### src/rtl/ccd_capture_sequencer_pkg.sv
// Shared constants for the CCD capture sequencer: register map, control and
// status bit positions, and the sequencer / exposure-stepper state encodings.
package ccd_seq_pkg;

    localparam logic [2:0] ADDR_CTRL     = 3'd0;
    localparam logic [2:0] ADDR_TARGET   = 3'd1;
    localparam logic [2:0] ADDR_STATUS   = 3'd2;
    localparam logic [2:0] ADDR_FRAMES   = 3'd3;
    localparam logic [2:0] ADDR_EXPOSURE = 3'd4;

    localparam int CTRL_GO     = 0;
    localparam int CTRL_CONT   = 1;
    localparam int CTRL_ABORT  = 2;
    localparam int CTRL_IRQ_EN = 3;

    localparam int ST_DONE    = 0;
    localparam int ST_TIMEOUT = 1;
    localparam int ST_ERR     = 2;

    typedef enum logic [2:0] {
        S_IDLE    = 3'd0,
        S_ARM     = 3'd1,
        S_CAPTURE = 3'd2,
        S_STOP    = 3'd3,
        S_DONE    = 3'd4
    } seq_state_e;

    typedef enum logic [1:0] {
        EXP_IDLE = 2'd0,
        EXP_HIGH = 2'd1,
        EXP_LOW  = 2'd2
    } exp_phase_e;

endpackage

### src/rtl/ccd_capture_sequencer_if.sv
// Avalon-MM slave bus bundle between the Nios fabric and the capture sequencer.
interface ccd_capture_sequencer_if;
    logic [2:0]  address;
    logic        read;
    logic        write;
    logic [31:0] writedata;
    logic [31:0] readdata;

    modport master (output address, read, write, writedata, input readdata);
    modport slave  (input address, read, write, writedata, output readdata);
endinterface

### src/rtl/ccd_exposure_stepper.sv
// Exposure stepper: emits a burst of adjust pulses (PULSE_WIDTH high, PULSE_GAP
// low) with a latched direction level, giving the I2C block time per write.
module ccd_exposure_stepper
    import ccd_seq_pkg::*;
#(
    parameter int PULSE_WIDTH = 4,
    parameter int PULSE_GAP   = 1_000_000
) (
    input  logic       clk,
    input  logic       rst,
    input  logic       load,
    input  logic [7:0] load_count,
    input  logic       load_dir,
    output logic       adj,
    output logic       dec_p,
    output logic       busy,
    output logic [7:0] remaining
);

    localparam int TW = $clog2((PULSE_GAP > PULSE_WIDTH) ? PULSE_GAP : PULSE_WIDTH) + 1;

    exp_phase_e phase_r, phase_n;
    logic [TW-1:0] timer_r, timer_n;
    logic [7:0]    remaining_r, remaining_n;
    logic          dir_r, dir_n;
    logic          adj_r, busy_r;

    // Phase sequencing: load only from idle, then alternate high/low phases
    always_comb begin
        phase_n     = phase_r;
        timer_n     = timer_r;
        remaining_n = remaining_r;
        dir_n       = dir_r;
        case (phase_r)
            EXP_IDLE: begin
                if (load && (load_count != 8'd0)) begin
                    phase_n     = EXP_HIGH;
                    timer_n     = TW'(PULSE_WIDTH - 1);
                    remaining_n = load_count;
                    dir_n       = load_dir;
                end else begin
                    phase_n = EXP_IDLE;
                end
            end
            EXP_HIGH: begin
                if (timer_r == TW'(0)) begin
                    phase_n     = EXP_LOW;
                    timer_n     = TW'(PULSE_GAP - 1);
                    remaining_n = remaining_r - 8'd1;
                end else begin
                    timer_n = timer_r - TW'(1);
                end
            end
            EXP_LOW: begin
                if (timer_r == TW'(0)) begin
                    if (remaining_r == 8'd0) begin
                        phase_n = EXP_IDLE;
                    end else begin
                        phase_n = EXP_HIGH;
                        timer_n = TW'(PULSE_WIDTH - 1);
                    end
                end else begin
                    timer_n = timer_r - TW'(1);
                end
            end
            default: phase_n = EXP_IDLE;
        endcase
    end

    // Stepper state and registered pulse/busy outputs
    always_ff @(posedge clk or posedge rst) begin
        if (rst) begin
            phase_r     <= EXP_IDLE;
            timer_r     <= '0;
            remaining_r <= 8'd0;
            dir_r       <= 1'b0;
            adj_r       <= 1'b0;
            busy_r      <= 1'b0;
        end else begin
            phase_r     <= phase_n;
            timer_r     <= timer_n;
            remaining_r <= remaining_n;
            dir_r       <= dir_n;
            adj_r       <= (phase_n == EXP_HIGH);
            busy_r      <= (phase_n != EXP_IDLE);
        end
    end

    assign adj       = adj_r;
    assign dec_p     = dir_r;
    assign busy      = busy_r;
    assign remaining = remaining_r;

endmodule

### src/rtl/ccd_capture_sequencer.sv
// CCD capture sequencer: Avalon-MM register block that arms the capture path,
// counts frames from an asynchronous frame-valid, stops on target/abort/timeout
// and drives the exposure stepper.
module ccd_capture_sequencer
    import ccd_seq_pkg::*;
#(
    parameter int SYNC_STAGES    = 2,
    parameter int TIMEOUT_CYCLES = 50_000_000,
    parameter int PULSE_WIDTH    = 4,
    parameter int PULSE_GAP      = 1_000_000
) (
    input  logic                    iclk,
    input  logic                    irst,
    ccd_capture_sequencer_if.slave  bus,
    input  logic                    ifval,
    output logic                    ostart,
    output logic                    oend,
    output logic                    oexposure_dec_p,
    output logic                    oexposure_adj,
    output logic                    obusy,
    output logic                    oirq
);

    localparam int WD_W = $clog2(TIMEOUT_CYCLES) + 1;

    seq_state_e state_r, state_n;
    logic [SYNC_STAGES-1:0] fval_sync_r;
    logic        fval_prev_r, fval_rise_s, fval_fall_s, fval_edge_s;
    logic        ctrl_wr_s, go_s, abort_s, status_wr_s, target_wr_s, exp_wr_s;
    logic        cont_r, cont_n, irq_en_r, irq_en_n;
    logic        done_r, done_n, timeout_r, timeout_n, err_r, err_n;
    logic [15:0] target_r, frames_r;
    logic [WD_W-1:0] wd_r;
    logic        running_s, timeout_s, frame_done_s, arm_entry_s, err_set_s;
    logic        ostart_r, oend_r, obusy_r, oirq_r;
    logic [31:0] readdata_r;
    logic        exp_busy_s;
    logic [7:0]  exp_remaining_s;
    logic        unused_wdata_s;

    assign ctrl_wr_s   = bus.write && (bus.address == ADDR_CTRL);
    assign target_wr_s = bus.write && (bus.address == ADDR_TARGET);
    assign status_wr_s = bus.write && (bus.address == ADDR_STATUS);
    assign exp_wr_s    = bus.write && (bus.address == ADDR_EXPOSURE);
    // abort takes precedence over go in the same write
    assign abort_s     = ctrl_wr_s && bus.writedata[CTRL_ABORT];
    assign go_s        = ctrl_wr_s && bus.writedata[CTRL_GO] && !bus.writedata[CTRL_ABORT];
    assign unused_wdata_s = ^bus.writedata[31:16];

    assign fval_rise_s  = fval_sync_r[SYNC_STAGES-1] & ~fval_prev_r;
    assign fval_fall_s  = ~fval_sync_r[SYNC_STAGES-1] & fval_prev_r;
    assign fval_edge_s  = fval_rise_s | fval_fall_s;
    assign running_s    = (state_r == S_ARM) || (state_r == S_CAPTURE);
    assign timeout_s    = running_s && (wd_r == WD_W'(0)) && !fval_edge_s;
    assign frame_done_s = !cont_r && ((frames_r + 16'd1) == target_r);
    assign arm_entry_s  = (state_r == S_IDLE) && (state_n == S_ARM);

    // Frame-valid synchronizer plus one-cycle history for edge detection
    always_ff @(posedge iclk or posedge irst) begin
        if (irst) begin
            fval_sync_r <= '0;
            fval_prev_r <= 1'b0;
        end else begin
            fval_sync_r <= {fval_sync_r[SYNC_STAGES-2:0], ifval};
            fval_prev_r <= fval_sync_r[SYNC_STAGES-1];
        end
    end

    // Sequencer next-state: go/err in idle, stop on target, abort or watchdog
    always_comb begin
        state_n   = state_r;
        err_set_s = 1'b0;
        case (state_r)
            S_IDLE: begin
                if (go_s && (target_r == 16'd0) && !bus.writedata[CTRL_CONT]) begin
                    err_set_s = 1'b1;
                end else if (go_s) begin
                    state_n = S_ARM;
                end else begin
                    state_n = S_IDLE;
                end
            end
            S_ARM: begin
                if (abort_s || timeout_s) begin
                    state_n = S_STOP;
                end else if (fval_rise_s) begin
                    state_n = S_CAPTURE;
                end else begin
                    state_n = S_ARM;
                end
            end
            S_CAPTURE: begin
                if (abort_s || timeout_s || (fval_fall_s && frame_done_s)) begin
                    state_n = S_STOP;
                end else begin
                    state_n = S_CAPTURE;
                end
            end
            S_STOP:  state_n = S_DONE;
            S_DONE:  state_n = S_IDLE;
            default: state_n = S_IDLE;
        endcase
    end

    // Next values of retained control bits and sticky status (set beats W1C)
    always_comb begin
        cont_n    = ctrl_wr_s ? bus.writedata[CTRL_CONT]   : cont_r;
        irq_en_n  = ctrl_wr_s ? bus.writedata[CTRL_IRQ_EN] : irq_en_r;
        done_n    = (state_r == S_STOP) | (done_r & ~(status_wr_s & bus.writedata[ST_DONE]));
        timeout_n = timeout_s | (timeout_r & ~(status_wr_s & bus.writedata[ST_TIMEOUT]));
        err_n     = err_set_s | (err_r & ~(status_wr_s & bus.writedata[ST_ERR]));
    end

    // State, registers, watchdog and registered strobes/levels
    always_ff @(posedge iclk or posedge irst) begin
        if (irst) begin
            state_r   <= S_IDLE;
            cont_r    <= 1'b0;
            irq_en_r  <= 1'b0;
            done_r    <= 1'b0;
            timeout_r <= 1'b0;
            err_r     <= 1'b0;
            target_r  <= 16'd0;
            frames_r  <= 16'd0;
            wd_r      <= '0;
            ostart_r  <= 1'b0;
            oend_r    <= 1'b0;
            obusy_r   <= 1'b0;
            oirq_r    <= 1'b0;
        end else begin
            state_r   <= state_n;
            cont_r    <= cont_n;
            irq_en_r  <= irq_en_n;
            done_r    <= done_n;
            timeout_r <= timeout_n;
            err_r     <= err_n;
            if (target_wr_s) begin
                target_r <= bus.writedata[15:0];
            end
            if (arm_entry_s) begin
                frames_r <= 16'd0;
            end else if ((state_r == S_CAPTURE) && fval_fall_s) begin
                frames_r <= frames_r + 16'd1;
            end
            if (arm_entry_s || fval_edge_s) begin
                wd_r <= WD_W'(TIMEOUT_CYCLES - 1);
            end else if (running_s && (wd_r != WD_W'(0))) begin
                wd_r <= wd_r - WD_W'(1);
            end
            ostart_r <= arm_entry_s;
            oend_r   <= (state_n == S_STOP) && (state_r != S_STOP);
            obusy_r  <= (state_n != S_IDLE);
            oirq_r   <= irq_en_n & (done_n | timeout_n | err_n);
        end
    end

    // Registered read data, one-cycle latency, held between reads
    always_ff @(posedge iclk or posedge irst) begin
        if (irst) begin
            readdata_r <= 32'd0;
        end else if (bus.read) begin
            case (bus.address)
                ADDR_TARGET:   readdata_r <= {16'd0, target_r};
                ADDR_STATUS:   readdata_r <= {21'd0, state_r, 3'd0, exp_busy_s, obusy_r,
                                              err_r, timeout_r, done_r};
                ADDR_FRAMES:   readdata_r <= {16'd0, frames_r};
                ADDR_EXPOSURE: readdata_r <= {23'd0, oexposure_dec_p, exp_remaining_s};
                default:       readdata_r <= 32'd0;
            endcase
        end
    end

    ccd_exposure_stepper #(
        .PULSE_WIDTH (PULSE_WIDTH),
        .PULSE_GAP   (PULSE_GAP)
    ) u_stepper (
        .clk        (iclk),
        .rst        (irst),
        .load       (exp_wr_s),
        .load_count (bus.writedata[7:0]),
        .load_dir   (bus.writedata[8]),
        .adj        (oexposure_adj),
        .dec_p      (oexposure_dec_p),
        .busy       (exp_busy_s),
        .remaining  (exp_remaining_s)
    );

    assign bus.readdata = readdata_r;
    assign ostart       = ostart_r;
    assign oend         = oend_r;
    assign obusy        = obusy_r;
    assign oirq         = oirq_r;

endmodule

### src/flat_wrapper.sv
// flat-port wrapper written by rule: the top's interface ports become plain ports
module ccd_capture_sequencer_flat import ccd_seq_pkg::*;
#(
    parameter int SYNC_STAGES    = 2,
    parameter int TIMEOUT_CYCLES = 50_000_000,
    parameter int PULSE_WIDTH    = 4,
    parameter int PULSE_GAP      = 1_000_000
)
  (iclk, irst, ifval, ostart, oend, oexposure_dec_p, oexposure_adj, obusy, oirq, bus_address, bus_read, bus_write, bus_writedata, bus_readdata);
  ccd_capture_sequencer_if bus_i ();
  input  logic iclk;
  input  logic irst;
  input  logic ifval;
  output logic ostart;
  output logic oend;
  output logic oexposure_dec_p;
  output logic oexposure_adj;
  output logic obusy;
  output logic oirq;
  input wire logic [$bits(bus_i.address)-1:0] bus_address;
  input wire logic [$bits(bus_i.read)-1:0] bus_read;
  input wire logic [$bits(bus_i.write)-1:0] bus_write;
  input wire logic [$bits(bus_i.writedata)-1:0] bus_writedata;
  output wire logic [$bits(bus_i.readdata)-1:0] bus_readdata;
  assign bus_i.address = bus_address;
  assign bus_i.read = bus_read;
  assign bus_i.write = bus_write;
  assign bus_i.writedata = bus_writedata;
  assign bus_readdata = bus_i.readdata;
  ccd_capture_sequencer #(.SYNC_STAGES(SYNC_STAGES), .TIMEOUT_CYCLES(TIMEOUT_CYCLES), .PULSE_WIDTH(PULSE_WIDTH), .PULSE_GAP(PULSE_GAP)) u_core (.iclk(iclk), .irst(irst), .bus(bus_i), .ifval(ifval), .ostart(ostart), .oend(oend), .oexposure_dec_p(oexposure_dec_p), .oexposure_adj(oexposure_adj), .obusy(obusy), .oirq(oirq));
endmodule
### config.mk
export PLATFORM = sky130hd
export DESIGN_NAME = ccd_capture_sequencer_flat
export DESIGN_NICKNAME = d
export VERILOG_FILES = /design/src/rtl/ccd_capture_sequencer_pkg.sv /design/src/rtl/ccd_capture_sequencer_if.sv /design/src/rtl/ccd_exposure_stepper.sv /design/src/rtl/ccd_capture_sequencer.sv /design/src/flat_wrapper.sv
export SDC_FILE = /design/constraint.sdc
export NUM_CORES = 1
export LEC_CHECK = 0
export CELL_PAD_IN_SITES_DETAIL_PLACEMENT = 1
export CELL_PAD_IN_SITES_GLOBAL_PLACEMENT = 1
export CORE_ASPECT_RATIO = 0.8
export CORE_UTILIZATION = 40
export CTS_CLUSTER_SIZE = 28
export DETAILED_ROUTE_END_ITERATION = 12
export GPL_ROUTABILITY_DRIVEN = 1
export PLACE_DENSITY = 0.83
export RECOVER_POWER = 50
export SLEW_MARGIN = 10
export SYNTH_ARGS = -nofsm -noshare
export SYNTH_HDL_FRONTEND = slang
export SYNTH_SLANG_ARGS = --single-unit
### constraint.sdc
create_clock -name iclk -period 3.85 [get_ports iclk]
set_input_delay 0.385 -clock iclk [delete_from_list [all_inputs] [get_ports iclk]]
set_output_delay 0.385 -clock iclk [all_outputs]
set_load 0.01 [all_outputs]
==> qor.csv, run 1 <==
metric,value,unit
die-area,18000,µm²
synthFlopType,dfrtp_1,
holdCritPathClass,flop to flop,
ir_drop,322,µV
ctsLongestPathBuffers,2,
syn_to_final_growth,17.7,%
yosys_warnings,0,
antenna_left,0,
max-cap-violations,1,
worst_path_dominant_cell_family,simple AND/OR/NAND/NOR gates,
grt_pass1_wl,31800,µm
p_leak,3.21,nW
route.vias.total,5683,
cts_repair_resize_count,0,
rsz0062_at_grt,no,
grt.overflow.total,0,
setup.worst_path.end_class,flop,
utilization,0.489,
coreArea,16800,µm²
htree_levels,4,
period_needed,3.14,ns
boundaryPins,78,
grt_use_met3,0.0525,
finalSetupViolations,0,
die_h,120,µm
cts.clk_slew.worst_paths,0.06,ns
synth.avg_cell_area,9.35,µm²
violations,"capacitance limit, slew limit",
grt_max_degree,75,
wire_per_inst,18.7,µm
final.setup.tns,0,ns
drc,0,
nFillCells,1908,
crit_fanout,16,
antenna_found_initial,0,
crit_required,4.20,ns
cpPeakStageDelay,0.51,ns
met2_usage,0.362,
holdWs,0.368,ns
numClockSinks,124,
initial_utilization,0.415,
post_cts_buffers,0,
grt_usage,0.230,
ys_types,65,
drive_above_1_share,0.107,
grt-busiest-layer,met2,
cts_root_buffer,clkbuf_16,
fmax,318,MHz
ys_ff_latch,124,
fin_area,8220,µm²
wl,19100,µm
row_count,42,
dp_hpwl,13400,µm
tightest_slew,2.44,ns
synth_edf_count,0,
die_x,150,µm
ys_seq_area_frac,0.444,
port_buffers,45,
gp_congestion,0.893,
cts_tree,built,
status,finished with violations,
maxSlewViolCount,51,
power,4.29,mW
slew_headroom,-0.634,
finalHoldViolations,0,
placed_area,7630,µm²
crit_chain,"inv_1, ha_1, or4b_4, nor4b_4, nand2_2, or4_1, a211o_4, or3_1, o21ai_2",
drtIter0Drc,342,
n_antenna_cell,0,
met1_usage,0.315,
critPathKind,flop to flop,
async_reset_ff_frac,1.00,
hold_buffers,0,
nets,840,
grt_pass1_vias,6015,
numCtsBuffers,17,
crit_path_start_kind,flop,
finalCritPeriodShare,0.817,
syn_inst,747,
rrSetupSlack,0.71,ns
slowest_stage,or4_1,
worst-path-buf-inv,1,
insertion_delay,0.43,ns
via_per_inst,5.57,
drtPass1Iterations,4,
p_per_area,521,nW/µm²
fin_skew,0.0105,ns
arrival,3.50,ns
syn_area,6990,µm²
flip-flops by register name, indices dropped and copies added (netlist names):
signal,count
u_core.bus.readdata,16
u_core.err_r,1
u_core.u_stepper.dec_p,1
u_core.u_stepper.adj,1
u_core.oirq,1
u_core.frames_r,16
u_core.oend,1
u_core.irq_en_r,1
u_core.done_r,1
u_core.u_stepper.phase_r,2
u_core.timeout_r,1
u_core.cont_r,1
u_core.target_r,16
u_core.obusy,1
u_core.fval_sync_r,2
u_core.u_stepper.busy,1
u_core.u_stepper.timer_r,21
u_core.fval_prev_r,1
u_core.wd_r,27
u_core.u_stepper.remaining,8
u_core.state_r,3
u_core.ostart,1
cells by family after synthesis:
logic type      Yosys count  share of synthesized area
buf+inv                  94                     0.0604
compound gates          138                      0.138
flops                   124                      0.444
mux                      33                     0.0510
fa+ha+maj                12                     0.0215
other cells               1                   0.000537
xor+xnor                 62                     0.0777
simple gates            283                      0.207
placed cells by master, fill, tap and decap left out, drive strengths merged, types with 10 or more instances in the layout:
cell type / n
a21oi: 26
or4: 10
nor2b: 12
o22ai: 15
inv: 41
a22oi: 11
nand2: 69
ha: 12
xnor2: 25
clkbuf: 22
nor3: 15
dfrtp: 124
buf: 15
or3: 12
nor2: 78
nand3: 24
o21ai: 22
mux2i: 12
conb: 16
nor4: 15
xor2: 37
o22a: 20
mux2: 21
clkdlybuf4s50: 36
report_power, final:
group          leakage (nW)  switching, mW  internal (mW)
logic                  1.46          0.486          0.419
registers              1.47          0.303           1.48
clock network         0.279          0.601           1.00
routing by layer:
| layer | routed length [µm] | share of wire |
|---|---|---|
| met1 | 9130 | 0.48 |
| met3 | 817 | 0.043 |
| met4 | 278 | 0.015 |
| met5 | 0 | 0 |
| met2 | 8920 | 0.47 |
final timing paths:
kind / from / to / depth (start not counted)
setup / recovery: u_core.u_stepper.timer_r[0] / u_core.u_stepper.remaining[0] / 9
hold / removal: u_core.fval_sync_r[0] / u_core.fval_sync_r[1] / 0
setup reg to reg: u_core.u_stepper.timer_r[0] / u_core.u_stepper.remaining[0] / 9
hold reg to reg: u_core.fval_sync_r[0] / u_core.fval_sync_r[1] / 0
max in group asynchronous: irst / u_core.bus.readdata[11] / 3
min in group asynchronous: irst / u_core.u_stepper.timer_r[18] / 2
cell usage after synthesis, types with 5 or more instances:
master,count,area share
nor3b_1,9,0.0097
or3_1,12,0.011
dfrtp_1,124,0.44
inv_1,41,0.022
a22oi_1,11,0.012
or2_2,5,0.0045
nand2_1,68,0.037
nor2_1,78,0.042
nor4_1,14,0.013
nand3_1,24,0.017
or4_1,9,0.0097
clkbuf_1,33,0.018
mux2i_1,12,0.017
o21ai_0,20,0.014
buf_4,16,0.017
nand4_1,7,0.0063
nor3_1,15,0.011
xnor2_1,25,0.031
o22a_1,20,0.025
nand2b_1,9,0.0081
o22ai_1,15,0.013
a21oi_1,25,0.018
o211ai_1,5,0.0054
mux2_2,21,0.034
nor2b_1,12,0.011
a31oi_1,8,0.0072
xor2_1,37,0.046
ha_1,12,0.021
metrics by stage:
stage,cells,worst slack (ns)
global route,1021,0.562
finish,1021,0.705
floorplan,762,0.166
detailed placement,989,0.800
CTS,1021,0.722
global placement,989,0.830
cell type report:
type / count / area, µm² / share of cell area
multi-input cells: 544 / 3520 / 0.429
repair buffers: 60 / 576 / 0.0700
flip-flops and latches: 124 / 3100 / 0.377
clock inverters: 10 / 114 / 0.0139
clock buffers: 22 / 474 / 0.0577
inverters: 41 / 155 / 0.0189
well taps: 220 / 275 / 0.0335
Power figures use the tool's default switching activity.
==> inputs of run 2 (changes only) <==
- CORE_UTILIZATION: 40 -> 44
- PLACE_DENSITY: 0.83 -> 0.87
- clock period: 3.85 -> 3 ns (I/O delays scaled with it)
==> run 2 against run 1 <==
Clock-buffer cell count decreased by 1; the run still ends with capacitance limit, slew limit left; worst hold slack worse by 0.020 ns; wire length increased by 11%; design area grew 1.3%; die area decreased by 9.0%; sequential share of layout area is 0.47 points lower; clock skew down 0.00096 ns; first-iteration DRC count up 17%; via count is 6.2% higher; critical path depth unchanged; cell count grew 0.20%; highest routed layer unchanged.
==> qor.csv, run 2 (same netlist as run 1, synthesis figures left out) <==
metric,value,unit,change
status,finished with violations,,
violations,"capacitance limit, slew limit",,
grt_pass1_vias,6551,,+8.9%
final_common_cell,dfrtp_1,,
ir_drop,466,µV,+45%
grt_max_degree,51,,-32%
grt_usage,0.278,,+0.0472
placed_area,7720,µm²,+1.1%
drtIter0Drc,399,,+17%
fin_skew,0.00958,ns,-0.000958 ns
power,5.45,mW,+27%
cts_tree,built,,
regToRegEndpoint,u_core.u_stepper.remaining[0],,
wire_per_inst,20.8,µm,+11%
whs_path_depth,0,,unchanged
drive_above_1_share,0.130,,+0.0230
initial_utilization,0.458,,+0.0422
boundaryPins,78,,unchanged
crit_start,u_core.u_stepper.timer_r[0],,
grt_pass1_wl,34400,µm,+8.1%
route.vias.total,6038,,+6.2%
fmax,338,MHz,+6.4%
cts.clk_slew.worst_paths,0.06,ns,about the same
final.setup.tns,0,ns,unchanged
comb_power_share,0.219,,+0.008
p_int,3.63,mW,+25%
largest_register,u_core.wd_r,,
pwr-share-clk,0.361,,-0.013
port_buffers,45,,unchanged
critPathKind,flop to flop,,
crit_fanout,3,,-13
coreArea,15300,µm²,-9.2%
die_x,143,µm,-4.6%
period_needed,2.96,ns,-0.189 ns
seq_power_share,0.420,,+0.005
max-cap-violations,1,,unchanged
maxSlewViolCount,33,,-35%
tightest_slew,1.58,ns,-0.859 ns
grt.overflow.total,0,,unchanged
antenna_left,0,,unchanged
crit_required,3.35,ns,-0.85 ns
wl,21200,µm,+11%
finalSetupViolations,0,,unchanged
p_switching,1.82,mW,+31%
nets,852,,+1.4%
top_regs,"u_core.wd_r x27, u_core.u_stepper.timer_r x21",,
switching_share,0.333,,+0.00907
crit_path_start_kind,flop,,
ff2ff_path_depth,9,,unchanged
slew_headroom,-0.0585,,+0.576
numClockSinks,124,,unchanged
min_from,u_core.fval_sync_r[0],,
finalHoldViolations,0,,unchanged
dp_hpwl,14900,µm,+11%
cts_root_buffer,clkbuf_16,,
setup.worst_path.end_class,flop,,
fin_cells,1023,,+0.20%
ctsLongestPathBuffers,2,,unchanged
holdCritPathClass,flop to flop,,
syn_to_final_growth,19.1,%,
n_antenna_cell,0,,unchanged
drc,0,,unchanged
die_h,115,µm,-4.6%
numCtsBuffers,17,,unchanged
drtPass1Iterations,5,,+1
dp.cells,990,,+0.10%
row_count,40,,-4.8%
arrival,3.30,ns,-0.20 ns
antenna_found_initial,0,,unchanged
min_to,u_core.fval_sync_r[1],,
p_per_area,655,nW/µm²,+26%
largest_reg_flops,27,,unchanged
rrSetupSlack,0.04,ns,-0.66 ns
finalCritPeriodShare,0.985,,+0.168
final_cell_mix,"dfrtp_1, nor2_1, nand2_1",,
via_per_inst,5.90,,+6.0%
fin_area,8320,µm²,+1.3%
timing.rr.start,u_core.u_stepper.timer_r[0],,
p_leak,3.27,nW,+2.0%
gp_congestion,0.895,,+0.18%
die-area,16400,µm²,-9.0%
insertion_delay,0.43,ns,about the same
holdWs,0.348,ns,-0.0202 ns
htree_levels,4,,unchanged
## run 2: cell types whose count changed in the layout (fill, tap and decap cells not counted), sizes merged
cell,change
buf,+8
clkdlybuf4s50,+5
dlygate4sd3,-5
clkbuf,+3
clkinv,+3
bufinv,-1
inv,-1
## run 2: how the worst max path moves through the flow
stage | endpoint | slack [ns] | cells past startpoint
finish | u_core.u_stepper.remaining[0] | 0.04 | 9
global route | u_core.u_stepper.remaining[0] | -0.02 | 9
CTS | u_core.u_stepper.timer_r[12] | -0.004 | 9
detailed placement | u_core.u_stepper.timer_r[10] | -0.11 | 9
global placement | u_core.u_stepper.timer_r[15] | 0.09 | 9
floorplan | u_core.u_stepper.remaining[0] | 0.07 | 10
## run 2: area by class of cell
cell class              count  area (µm²)
fillers                  1707        6940
repair buffers             72         656
well taps                 210         263
flip-flops and latches    124        3100
multi-input cells         544        3580
clock buffers              21         470
inverters                  41         155
clock inverters            11        93.8
## run 2: metal layers
metal / wire, µm / global-route usage
met1: 9010 / 0.335
met2: 10600 / 0.469
met3: 1070 / 0.0736
met4: 535 / 0.123
met5: 0 / 0
## run 2: stage by stage
stage | setup slack (ns) | utilization
floorplan | 0.0737 | -
global placement | 0.0918 | 0.506
detailed placement | -0.110 | 0.506
CTS | -0.00382 | 0.543
global route | -0.0244 | 0.545
finish | 0.0441 | 0.545
## run 2: power by group through the flow
stage                     Clock [mW]  Combinational [mW]  Sequential [mW]
after global placement             0                1.11             2.28
after global routing            2.07                1.32             2.32
final                           1.97                1.19             2.29
after floorplan                    0               0.977             2.08
after detailed placement           0                1.18             2.30
after CTS                       1.99                1.20             2.28
## run 2: repair_timing
| action | 4_1_cts | 5_1_grt |
|---|---|---|
| pin swaps | 1 | 3 |
| endpoints found under the hold margin | 0 | 0 |
| buffers inserted | 0 | 1 |
| hold buffers | 0 | 0 |
| endpoints found under the setup margin | 11 | 30 |
| cloned | 0 | 0 |
| resized for setup | 5 | 10 |
## run 2: critical path, cell delays in order (launching register included)
cell,delay (ns)
dfrtp_1,0.39
inv_1,0.08
ha_2,0.20
or4b_4,0.51
nor4b_4,0.30
nand2_2,0.10
or4_4,0.45
a211o_4,0.37
or3_1,0.38
o21ai_2,0.09
==> inputs of run 3 (changes only) <==
- ABC_AREA: not set -> 1
- CORE_UTILIZATION: 44 -> 42
- PLACE_DENSITY: 0.87 -> 0.86
==> run 3 against run 2 <==
The run still ends with capacitance limit, slew limit left; core utilization fell by 3.4 points; worst hold slack barely moved; fmax rose by 20%; clock power rose by 5%; global-route usage fell by 1.4 points; cell count rose by 23%; synthesized cell count rose by 30%; die area rose by 10%; area after synthesis rose by 5.5%.
==> qor.csv, run 3 <==
metric,value,unit,change
nFillCells,2118,,+24%
grt_max_degree,125,,+150%
route.vias.total,6911,,+14%
yosys.area.top_type,dfrtp_1,,
drc,0,,unchanged
multi_input_area,3580,µm²,-0.17%
drive_above_1_share,0.0855,,-0.0449
setup.worst_path.end_class,flop,,
largest_reg_flops,27,,unchanged
top_regs,"u_core.wd_r x27, u_core.u_stepper.timer_r x21",,
wl,22000,µm,+3.7%
p_int,3.54,mW,-2.7%
cts.clk_slew.worst_paths,0.06,ns,about the same
power,5.13,mW,-5.9%
finalCritPeriodShare,0.824,,-0.162
synth.avg_cell_area,7.61,µm²,-19%
numClockSinks,124,,unchanged
drtIter0Drc,305,,-24%
min_from,u_core.fval_sync_r[0],,
arrival,2.77,ns,-0.53 ns
grt_pass1_vias,7353,,+12%
async_reset_ff_frac,1.00,,unchanged
ys_types,47,,-28%
slew_headroom,-0.199,,-0.141
port_buffers,45,,unchanged
initial_utilization,0.437,,-0.0208
yosys-top-cells-count,"nand2_1, inv_1, dfrtp_1",,
ir_drop,390,µV,-16%
violations,"capacitance limit, slew limit",,
fin_skew,0.00911,ns,-0.000475 ns
synth_top_area_share,0.421,,-0.0231
ys_seq_area_frac,0.421,,-0.0231
critPathKind,flop to flop,,
final.setup.tns,0,ns,unchanged
drtPass1Iterations,5,,unchanged
final_common_cell,nand2_1,,
syn_to_final_growth,17.1,%,
min_to,u_core.fval_sync_r[1],,
numCtsBuffers,17,,unchanged
finalSetupViolations,0,,unchanged
synth.area.top_cells,"dfrtp_1, nand2_1, inv_1",,
post_cts_buffers,0,,unchanged
via_per_inst,5.48,,-7.1%
nets,1081,,+27%
p_per_area,594,nW/µm²,-9.2%
antenna_left,0,,unchanged
ff2ff_path_depth,13,,+4
cts_repair_resize_count,0,,-5
die_h,120,µm,+5.0%
fin_cells,1261,,+23%
pwr-share-clk,0.402,,+0.041
yosysMostFrequentCell,nand2_1,,
status,finished with violations,,
finalHoldViolations,0,,unchanged
ys_ff_latch,124,,unchanged
whs_path_depth,0,,unchanged
die_x,150,µm,+5.0%
crit_path_start_kind,flop,,
boundaryPins,78,,unchanged
seqCellArea,3100,µm²,unchanged
rrSetupSlack,0.53,ns,+0.49 ns
timing.rr.start,u_core.u_stepper.timer_r[0],,
syn_inst,969,,+30%
pre_cts_slack,0.488,ns,+0.598 ns
largest_register,u_core.wd_r,,
p_switching,1.59,mW,-12%
dp.cells,1230,,+24%
htree_levels,4,,unchanged
tightest_slew,1.80,ns,+0.220 ns
switching_share,0.311,,-0.0228
antenna_found_initial,0,,unchanged
wire_per_inst,17.5,µm,-16%
rsz0062_at_grt,no,,
final_cell_mix,"nand2_1, inv_1, dfrtp_1",,
row_count,42,,+5.0%
insertion_delay,0.42,ns,about the same
max-cap-violations,1,,unchanged
yosys_warnings,0,,unchanged
seq_power_share,0.406,,-0.014
die-area,18100,µm²,+10%
comb_power_share,0.192,,-0.027
maxSlewViolCount,125,,+280%
crit_required,3.30,ns,-0.05 ns
fmax,405,MHz,+20%
period_needed,2.47,ns,-0.485 ns
synth_edf_count,0,,unchanged
cts_root_buffer,clkbuf_16,,
grt.overflow.total,0,,unchanged
syn_area,7370,µm²,+5.5%
hold_buffers,0,,unchanged
holdCritPathClass,flop to flop,,
dp_hpwl,15500,µm,+4.0%
synthFlopType,dfrtp_1,,
cts_tree,built,,
coreArea,16900,µm²,+11%
grt_pass1_wl,36900,µm,+7.3%
regToRegEndpoint,u_core.u_stepper.timer_r[19],,
gp_congestion,0.847,,-5.3%
p_leak,4.14,nW,+26%
crit_fanout,6,,+3
ctsLongestPathBuffers,2,,unchanged
grt_usage,0.263,,-0.0143
setup_ws,0.529,ns,+0.485 ns
n_antenna_cell,0,,unchanged
==> run 3: cell types whose count changed after synthesis, sizes merged, moves of 23 or more <==
cell / delta
clkbuf: -23
inv: +101
nand2: +140
nand3: +66
nor2: +30
o21ai: +51
xnor2: -23
==> run 3: cells by family (layout without fill, tap and decap cells) <==
| kind of cell | after synthesis | in the layout | share of synthesized area |
|---|---|---|---|
| adders and majority gates | 12 | 12 | 0.0204 |
| muxes | 16 | 16 | 0.0244 |
| DFF | 124 | 124 | 0.421 |
| and+or+nand+nor | 484 | 484 | 0.299 |
| xor gates and xnor gates | 25 | 25 | 0.0316 |
| buffers and inverters | 176 | 233 | 0.101 |
| other | 1 | 16 | 0.000509 |
| AOI/OAI and AO/OA | 131 | 131 | 0.102 |
==> run 3: per-stage QoR <==
| stage | utilization | area [µm²] | hold slack [ns] |
|---|---|---|---|
| floorplan | - | 7430 | 0.331 |
| global placement | 0.478 | 8060 | 0.336 |
| detailed placement | 0.478 | 8060 | 0.338 |
| CTS | 0.512 | 8640 | 0.308 |
| global route | 0.512 | 8630 | 0.378 |
| finish | 0.512 | 8630 | 0.348 |
==> run 3: worst max path at each step <==
stage                                       start                      endpoint  depth (start not counted)
floorplan             u_core.u_stepper.timer_r[0]   u_core.u_stepper.timer_r[7]                         12
global placement                   bus_address[0]           u_core.frames_r[14]                          8
detailed placement                 bus_address[2]           u_core.frames_r[14]                          8
CTS                 u_core.u_stepper.remaining[0]  u_core.u_stepper.timer_r[19]                         13
global route        u_core.u_stepper.remaining[0]  u_core.u_stepper.timer_r[17]                         13
finish                u_core.u_stepper.timer_r[0]  u_core.u_stepper.timer_r[19]                         13
==> run 3: worst max-delay path: stages (launching register included) <==
cell and delay [ns]:
dfrtp_1 0.36, inv_1 0.13, ha_1 0.28, nand2_2 0.15, nor2_2 0.22, nand2_1 0.10, nor2_2 0.14, nand4_1 0.26
a21oi_1 0.21, inv_1 0.08, nand2_2 0.14, inv_2 0.10, o21ai_1 0.10, o21ai_1 0.08
==> run 3: layer usage <==
metal  wire length (µm)  global-route usage
met1               9880               0.332
met4                707               0.125
met5                  0                   0
met2              10700               0.440
met3                701              0.0430
==> run 3: final cells by class <==
| type | instances | area share |
|---|---|---|
| flip-flops and latches | 124 | 0.360 |
| well taps | 220 | 0.0319 |
| clock buffers | 24 | 0.0570 |
| inverters | 144 | 0.0634 |
| repair buffers | 58 | 0.0635 |
| multi-input cells | 684 | 0.415 |
| clock inverters | 7 | 0.0101 |
==> run 3: power groups by stage <==
stage | combinational (mW) | clock, mW | sequential (mW)
finish | 0.983 | 2.06 | 2.08
global route | 1.10 | 2.15 | 2.11
CTS | 0.988 | 2.09 | 2.08
detailed placement | 0.961 | 0 | 2.10
global placement | 0.917 | 0 | 2.09
floorplan | 0.657 | 0 | 2.05
